--- config.mk ---
export PLATFORM = sky130hd
export DESIGN_NAME = baccarat_sequencer_flat
export DESIGN_NICKNAME = d
export VERILOG_FILES = /design/src/rtl/baccarat_sequencer_if.sv /design/src/rtl/baccarat_sequencer.sv /design/src/flat_wrapper.sv
export SDC_FILE = /design/constraint.sdc
export NUM_CORES = 1
export LEC_CHECK = 0
export CAP_MARGIN = 20
export CORE_MARGIN = 8
export CORE_UTILIZATION = 35
export CTS_CLUSTER_SIZE = 20
export DETAILED_ROUTE_END_ITERATION = 10
export GPL_TIMING_DRIVEN = 0
export MAX_ROUTING_LAYER = met4
export PLACE_DENSITY = 0.86
export SETUP_SLACK_MARGIN = 0.05
export SLEW_MARGIN = 30
export SYNTH_ARGS = -nofsm -noshare
export SYNTH_HDL_FRONTEND = slang
export SYNTH_SLANG_ARGS = --single-unit
--- constraint.sdc ---
create_clock -name slow_clock -period 1.7 [get_ports slow_clock]
set_clock_uncertainty 0.15 [all_clocks]
set_input_delay 0.34 -clock slow_clock [delete_from_list [all_inputs] [get_ports slow_clock]]
set_output_delay 0.34 -clock slow_clock [all_outputs]
set_load 0.05 [all_outputs]
--- src/rtl/baccarat_sequencer_if.sv ---
// Round-sequencer bus: step/score inputs from the datapath, load strobes and lights back.
// Latency: carries no state; every signal is a plain wire bundle.
// Backpressure: none; 'step' is the only pacing signal, the sequencer never stalls its source.
interface baccarat_sequencer_if;
  logic       step;
  logic       new_round;
  logic [3:0] pscore;
  logic [3:0] dscore;
  logic [3:0] pcard3;
  logic       load_pcard1;
  logic       load_pcard2;
  logic       load_pcard3;
  logic       load_dcard1;
  logic       load_dcard2;
  logic       load_dcard3;
  logic       clr_hand;
  logic       player_win_light;
  logic       dealer_win_light;

  // Card source / board side: drives pacing and hand totals, observes strobes and lights.
  modport master (
    output step, new_round, pscore, dscore, pcard3,
    input  load_pcard1, load_pcard2, load_pcard3,
    input  load_dcard1, load_dcard2, load_dcard3,
    input  clr_hand, player_win_light, dealer_win_light
  );

  // Sequencer side.
  modport slave (
    input  step, new_round, pscore, dscore, pcard3,
    output load_pcard1, load_pcard2, load_pcard3,
    output load_dcard1, load_dcard2, load_dcard3,
    output clr_hand, player_win_light, dealer_win_light
  );
endinterface

--- src/rtl/baccarat_sequencer.sv ---
// Baccarat round control FSM: deals four cards, applies third-card rules, lights the winner.
// Latency: one state per stepped edge; strobes are combinational, lights register one edge after entering RESULT.
// Backpressure: the FSM waits on 'step' in every state except the light-latch in RESULT; nothing is driven while waiting.
// Optional: define BACCARAT_TALLY_EN to add saturating player/dealer win tallies.
module baccarat_sequencer #(
  parameter int NONE_STATE_W = 4
) (
  input  logic                    slow_clock,
  input  logic                    reset,
  baccarat_sequencer_if.slave     bus,
  output logic [NONE_STATE_W-1:0] state_dbg
`ifdef BACCARAT_TALLY_EN
  ,
  output logic [3:0]              player_tally,
  output logic [3:0]              dealer_tally
`endif
);

  typedef enum logic [3:0] {
    P1     = 4'd0,
    D1     = 4'd1,
    P2     = 4'd2,
    D2     = 4'd3,
    EVAL   = 4'd4,
    P3     = 4'd5,
    EVALD  = 4'd6,
    D3     = 4'd7,
    RESULT = 4'd8
  } state_t;

  state_t     state;
  logic       lights_pending;  // first RESULT cycle: totals are final, latch the lights next edge
  logic       player_light;
  logic       dealer_light;

  logic       adv;             // a step that is allowed to act this cycle
  logic [3:0] third_val;       // baccarat value of the player's third card
  logic       natural;
  logic       dealer_draws;

  assign adv = bus.step && !reset;

  // Face cards and tens count zero; illegal codes (0, 14, 15) fall out as zero too.
  assign third_val = (bus.pcard3 <= 4'd9) ? bus.pcard3 : 4'd0;

  assign natural = (bus.pscore >= 4'd8) || (bus.dscore >= 4'd8);

  // Dealer tableau once the player has taken a third card.
  always_comb begin
    dealer_draws = 1'b0;
    case (bus.dscore)
      4'd0, 4'd1, 4'd2: dealer_draws = 1'b1;
      4'd3:             dealer_draws = (third_val != 4'd8);
      4'd4:             dealer_draws = (third_val >= 4'd2) && (third_val <= 4'd7);
      4'd5:             dealer_draws = (third_val >= 4'd4) && (third_val <= 4'd7);
      4'd6:             dealer_draws = (third_val == 4'd6) || (third_val == 4'd7);
      default:          dealer_draws = 1'b0;
    endcase
  end

  // Load strobes fire in the cycle the FSM leaves the matching state, so the
  // hand register and the FSM move on the same edge.
  assign bus.load_pcard1 = adv && (state == P1);
  assign bus.load_dcard1 = adv && (state == D1);
  assign bus.load_pcard2 = adv && (state == P2);
  assign bus.load_dcard2 = adv && (state == D2);
  assign bus.load_pcard3 = adv && (state == P3);
  assign bus.load_dcard3 = adv && (state == D3);
  assign bus.clr_hand    = adv && bus.new_round && (state == RESULT);

  assign bus.player_win_light = player_light;
  assign bus.dealer_win_light = dealer_light;

  assign state_dbg = NONE_STATE_W'(state);

  // Round sequencing, light latch and (optionally) win tallies.
  always_ff @(posedge slow_clock) begin
    if (reset) begin
      state          <= P1;
      lights_pending <= 1'b0;
      player_light   <= 1'b0;
      dealer_light   <= 1'b0;
`ifdef BACCARAT_TALLY_EN
      player_tally   <= 4'd0;
      dealer_tally   <= 4'd0;
`endif
    end else begin
      case (state)
        P1: if (bus.step) state <= D1;
        D1: if (bus.step) state <= P2;
        P2: if (bus.step) state <= D2;
        D2: if (bus.step) state <= EVAL;

        EVAL: begin
          if (bus.step) begin
            if (natural) begin
              state          <= RESULT;
              lights_pending <= 1'b1;
            end else if (bus.pscore <= 4'd5) begin
              state <= P3;
            end else if (bus.dscore <= 4'd5) begin
              state <= D3;
            end else begin
              state          <= RESULT;
              lights_pending <= 1'b1;
            end
          end
        end

        P3: if (bus.step) state <= EVALD;

        EVALD: begin
          if (bus.step) begin
            if (dealer_draws) begin
              state <= D3;
            end else begin
              state          <= RESULT;
              lights_pending <= 1'b1;
            end
          end
        end

        // The dealer's third card lands on this edge; its total is only
        // visible during the first RESULT cycle, hence the deferred latch.
        D3: begin
          if (bus.step) begin
            state          <= RESULT;
            lights_pending <= 1'b1;
          end
        end

        RESULT: begin
          if (bus.step && bus.new_round) begin
            state          <= P1;
            lights_pending <= 1'b0;
            player_light   <= 1'b0;
            dealer_light   <= 1'b0;
          end else if (lights_pending) begin
            lights_pending <= 1'b0;
            player_light   <= (bus.pscore >= bus.dscore);
            dealer_light   <= (bus.dscore >= bus.pscore);
`ifdef BACCARAT_TALLY_EN
            if ((bus.pscore > bus.dscore) && (player_tally != 4'hF))
              player_tally <= player_tally + 4'd1;
            if ((bus.dscore > bus.pscore) && (dealer_tally != 4'hF))
              dealer_tally <= dealer_tally + 4'd1;
`endif
          end
        end

        default: begin
          state          <= P1;
          lights_pending <= 1'b0;
        end
      endcase
    end
  end

endmodule

--- src/flat_wrapper.sv ---
// flat-port wrapper written by rule: the top's interface ports become plain ports
module baccarat_sequencer_flat 
#(
  parameter int NONE_STATE_W = 4
)
  (slow_clock, reset, state_dbg, bus_step, bus_new_round, bus_pscore, bus_dscore, bus_pcard3, bus_load_pcard1, bus_load_pcard2, bus_load_pcard3, bus_load_dcard1, bus_load_dcard2, bus_load_dcard3, bus_clr_hand, bus_player_win_light, bus_dealer_win_light);
  baccarat_sequencer_if bus_i ();
  input  logic slow_clock;
  input  logic reset;
  output logic [NONE_STATE_W-1:0] state_dbg;
  input wire logic [$bits(bus_i.step)-1:0] bus_step;
  input wire logic [$bits(bus_i.new_round)-1:0] bus_new_round;
  input wire logic [$bits(bus_i.pscore)-1:0] bus_pscore;
  input wire logic [$bits(bus_i.dscore)-1:0] bus_dscore;
  input wire logic [$bits(bus_i.pcard3)-1:0] bus_pcard3;
  output wire logic [$bits(bus_i.load_pcard1)-1:0] bus_load_pcard1;
  output wire logic [$bits(bus_i.load_pcard2)-1:0] bus_load_pcard2;
  output wire logic [$bits(bus_i.load_pcard3)-1:0] bus_load_pcard3;
  output wire logic [$bits(bus_i.load_dcard1)-1:0] bus_load_dcard1;
  output wire logic [$bits(bus_i.load_dcard2)-1:0] bus_load_dcard2;
  output wire logic [$bits(bus_i.load_dcard3)-1:0] bus_load_dcard3;
  output wire logic [$bits(bus_i.clr_hand)-1:0] bus_clr_hand;
  output wire logic [$bits(bus_i.player_win_light)-1:0] bus_player_win_light;
  output wire logic [$bits(bus_i.dealer_win_light)-1:0] bus_dealer_win_light;
  assign bus_i.step = bus_step;
  assign bus_i.new_round = bus_new_round;
  assign bus_i.pscore = bus_pscore;
  assign bus_i.dscore = bus_dscore;
  assign bus_i.pcard3 = bus_pcard3;
  assign bus_load_pcard1 = bus_i.load_pcard1;
  assign bus_load_pcard2 = bus_i.load_pcard2;
  assign bus_load_pcard3 = bus_i.load_pcard3;
  assign bus_load_dcard1 = bus_i.load_dcard1;
  assign bus_load_dcard2 = bus_i.load_dcard2;
  assign bus_load_dcard3 = bus_i.load_dcard3;
  assign bus_clr_hand = bus_i.clr_hand;
  assign bus_player_win_light = bus_i.player_win_light;
  assign bus_dealer_win_light = bus_i.dealer_win_light;
  baccarat_sequencer #(.NONE_STATE_W(NONE_STATE_W)) u_core (.slow_clock(slow_clock), .reset(reset), .bus(bus_i), .state_dbg(state_dbg));
endmodule
==> metrics.txt <==
number of diodes added for antenna fixing=0; pin count of the biggest net entering global routing=10; share of the core filled with cells in the final layout=between 70% and 80%; endpoint class of the critical path=output port; time the final worst path needs with I/O delays and setup=2.01 ns; WS Path Type=reg -> out; most common cell after layout, fill and taps aside=sky130_fd_sc_hd__dlygate4sd2_1; number of setup violations in the final report=9; reported leakage power=around 0.54 nW; Root Buffer=sky130_fd_sc_hd__clkbuf_4; Post-Syn Nets=95; critical path fanouts, max=4; Post-Place Setup Slack=-1.24 ns; DRC violation total after the first TritonRoute iteration=14; cell occurring most often along the worst timing path=sky130_fd_sc_hd__buf_8; post-synthesis to final-layout area growth=110%; TritonCTS clock tree=built; share of the synthesized area in the top cell type=23.5%; aggregate routed wire length=between 2000 and 2500 um; fraction of final layout cells with drive strength greater than 1=48.3%; Critical Path Start Type=register; failing checks=negative setup slack; worst hold path type=reg -> reg; count of max-cap constraint violations=0; mapped cell area=between 500 and 600 sq um; transition time at the pin with the least slew margin=between 0.5 and 0.6 ns; leftover overflow at the end of global routing=0; number of enable-type register cells in the synthesized netlist=0; number of design rule violations left after detail routing=0; final non-filler cell area=approximately 1200 sq um; share of the yosys chip area belonging to registers=about a quarter; TritonCTS sink count=7; most frequently used flop master after synthesis=sky130_fd_sc_hd__dfxtp_1; most crowded layer after global routing=met2; crit path setup slack, layout=-0.312 ns; post-synth cell types=34; detailed-placement wirelength estimate=1470 um; Buf/Inv on CP=2; height of the die=between 50 and 60 um; layout net count=141; post-cts hold buffer count=0; cell breakdown of the critical path=buf_8, nor4b_4, nor2b_4, and3_4, buf_8; status=complete, but fails checks; arrival time of the worst setup path=roughly 1.5 ns; fraction of met1 tracks used by global routing=roughly 14%; total number of vias=753; clock buffers created by TritonCTS=3; global routing met3 resource utilization=under 10%; total global routing track utilization=between 10% and 20%; total cell area at the placement stage=between 900 and 1000 sq um; Wirelength per Cell=about 17 um; crit path max-delay cell type=sky130_fd_sc_hd__dfxtp_2; first-pass iteration count of the detailed router=4; Max Clock Freq=497 MHz; clock latency at the later pin of the worst-skew pair=roughly 0.26 ns; syn avg cell area=between 7 and 8 sq um; Hold Vio Cnt, Final=0; area of the core region=roughly 1700 sq um; Synth async-reset ratio=0%; instance count of the mapped netlist=75; top post-synthesis cells by area=sky130_fd_sc_hd__dfxtp_1 (24%), sky130_fd_sc_hd__ha_1 (8.4%), sky130_fd_sc_hd__a2111oi_4 (4.6%); period utilization=118%; final number of max-transition violations=0; number of rows created at floorplan=15; DIE AREA=roughly 3300 sq um; most frequent cells in the layout=sky130_fd_sc_hd__dlygate4sd2_1 (13), sky130_fd_sc_hd__buf_6 (9), sky130_fd_sc_hd__buf_4 (8); Die Width=57.3 um; count of H-tree levels built during CTS=1; met2 global-route usage=a little under a quarter; largest area contributor in the netlist=sky130_fd_sc_hd__dfxtp_1; required time at the endpoint of the critical path=~1.2 ns; setup repair after global routing missed its margin=true; peak supply drop=around 0.38 mV; vias per inst=between 5 and 6; power density normalized to cell area=approximately 480 nW/um^2; worst slew margin relative to its limit=roughly two thirds; Boundary Pins=29; global-route wire length before repair=3480 um; count of input and output buffers=28; CP top delay family=simple AND/OR/NAND/NOR gates; clock transition at the register clock pins on the worst setup and hold paths after CTS=about 0.06 ns; initial antenna violation count=0; effective utilization at floorplan=between 30% and 40%; Clock Tree Buf Depth=2; GPL Wtd Cong=approximately 0.83; largest stage delay on the critical path=roughly 0.33 ns; warning count from the yosys run=0; number of global-route vias before repair=roughly 760; post-detailed-route count of antenna-violating nets=0; number of synthesized register bits=7
==> final timing paths <==
kind | start | end | slack, ns | cells past startpoint
max reg2reg | u_core.state_dbg[2]$_SDFFE_PP0P_ | u_core.lights_pending$_SDFFE_PP0P_ | -0.07 | 6
max | u_core.state_dbg[1]$_SDFFE_PP0P_ | bus_clr_hand | -0.31 | 5
min reg2reg | u_core.bus.player_win_light$_SDFFE_PP0P_ | u_core.bus.player_win_light$_SDFFE_PP0P_ | 0.31 | 1
min | u_core.bus.player_win_light$_SDFFE_PP0P_ | u_core.bus.player_win_light$_SDFFE_PP0P_ | 0.31 | 1
==> report_power, final <==
group | switching (mW) | total (mW) | internal, mW | leakage (nW)
sequential | 0.00646 | 0.177 | 0.170 | 0.0595
combinational | 0.144 | 0.263 | 0.119 | 0.467
clock | 0.0694 | 0.160 | 0.0901 | 0.0150
total | 0.220 | 0.599 | 0.379 | 0.542
==> layout make-up <==
| type | instances | area [sq um] |
|---|---|---|
| multi-input cells | 59 | 579 |
| plain buffers | 4 | 51.3 |
| clock buffers | 4 | 26.3 |
| repair buffers | 41 | 399 |
| well taps | 17 | 21.3 |
| flip-flops and latches | 7 | 153 |
| inverters | 5 | 18.8 |
| fillers | 106 | 422 |
==> cell usage after synthesis (all sizes together) (2+ instances only) <==
cell,count
nand2,6
nand4,3
nand2b,3
dfxtp,7
ha,4
o21bai,2
nand3b,2
nor2b,2
nor2,7
buf,3
nand3,2
a32o,2
nor3,2
a21oi,4
inv,5
o21ai,5
==> metrics by stage <==
| step | hold WS, ns | setup TNS, ns | power (mW) | std cells |
|---|---|---|---|---|
| floorplan | 0.303 | -0.569 | 0.303 | 75 |
| global placement | 0.305 | -9.82 | 0.376 | 120 |
| detailed placement | 0.304 | -10.27 | 0.382 | 120 |
| CTS | 0.311 | -1.55 | 0.563 | 130 |
| global route | 0.342 | -2.13 | 0.628 | 137 |
| finish | 0.315 | -1.54 | 0.599 | 137 |
==> routing by layer <==
metal | wire (um) | share of wire [%]
met1 | 994 | 42
met2 | 1140 | 49
met3 | 180 | 7.7
met4 | 30 | 1.3
met5 | 0 | 0
==> flip-flops by register name, summed over array words and instances (netlist names) <==
| signal | flops |
|---|---|
| u_core.bus.dealer_win_light | 1 |
| u_core.state_dbg | 4 |
| u_core.bus.player_win_light | 1 |
| u_core.lights_pending | 1 |
==> cell families (layout without fill, tap and decap cells) <==
kind of cell,after synthesis,after routing,share of synthesized area [%]
AO/OA/AOI/OAI,20,20,26.5
XOR/XNOR,1,1,1.47
adder cells (fa/ha/maj),4,4,8.40
buffers and inverters,9,54,6.72
flip-flops,7,7,23.5
AND/OR/NAND/NOR,34,34,33.4
==> timing repair <==
item | in CTS | in global routing
cloned | 1 | 0
setup buffers | 5 | 7
setup endpoints to repair | 20 | 17
pin swaps | 17 | 10
resized for setup | 89 | 16
Note: power is estimated with default switching activity, not from simulation.
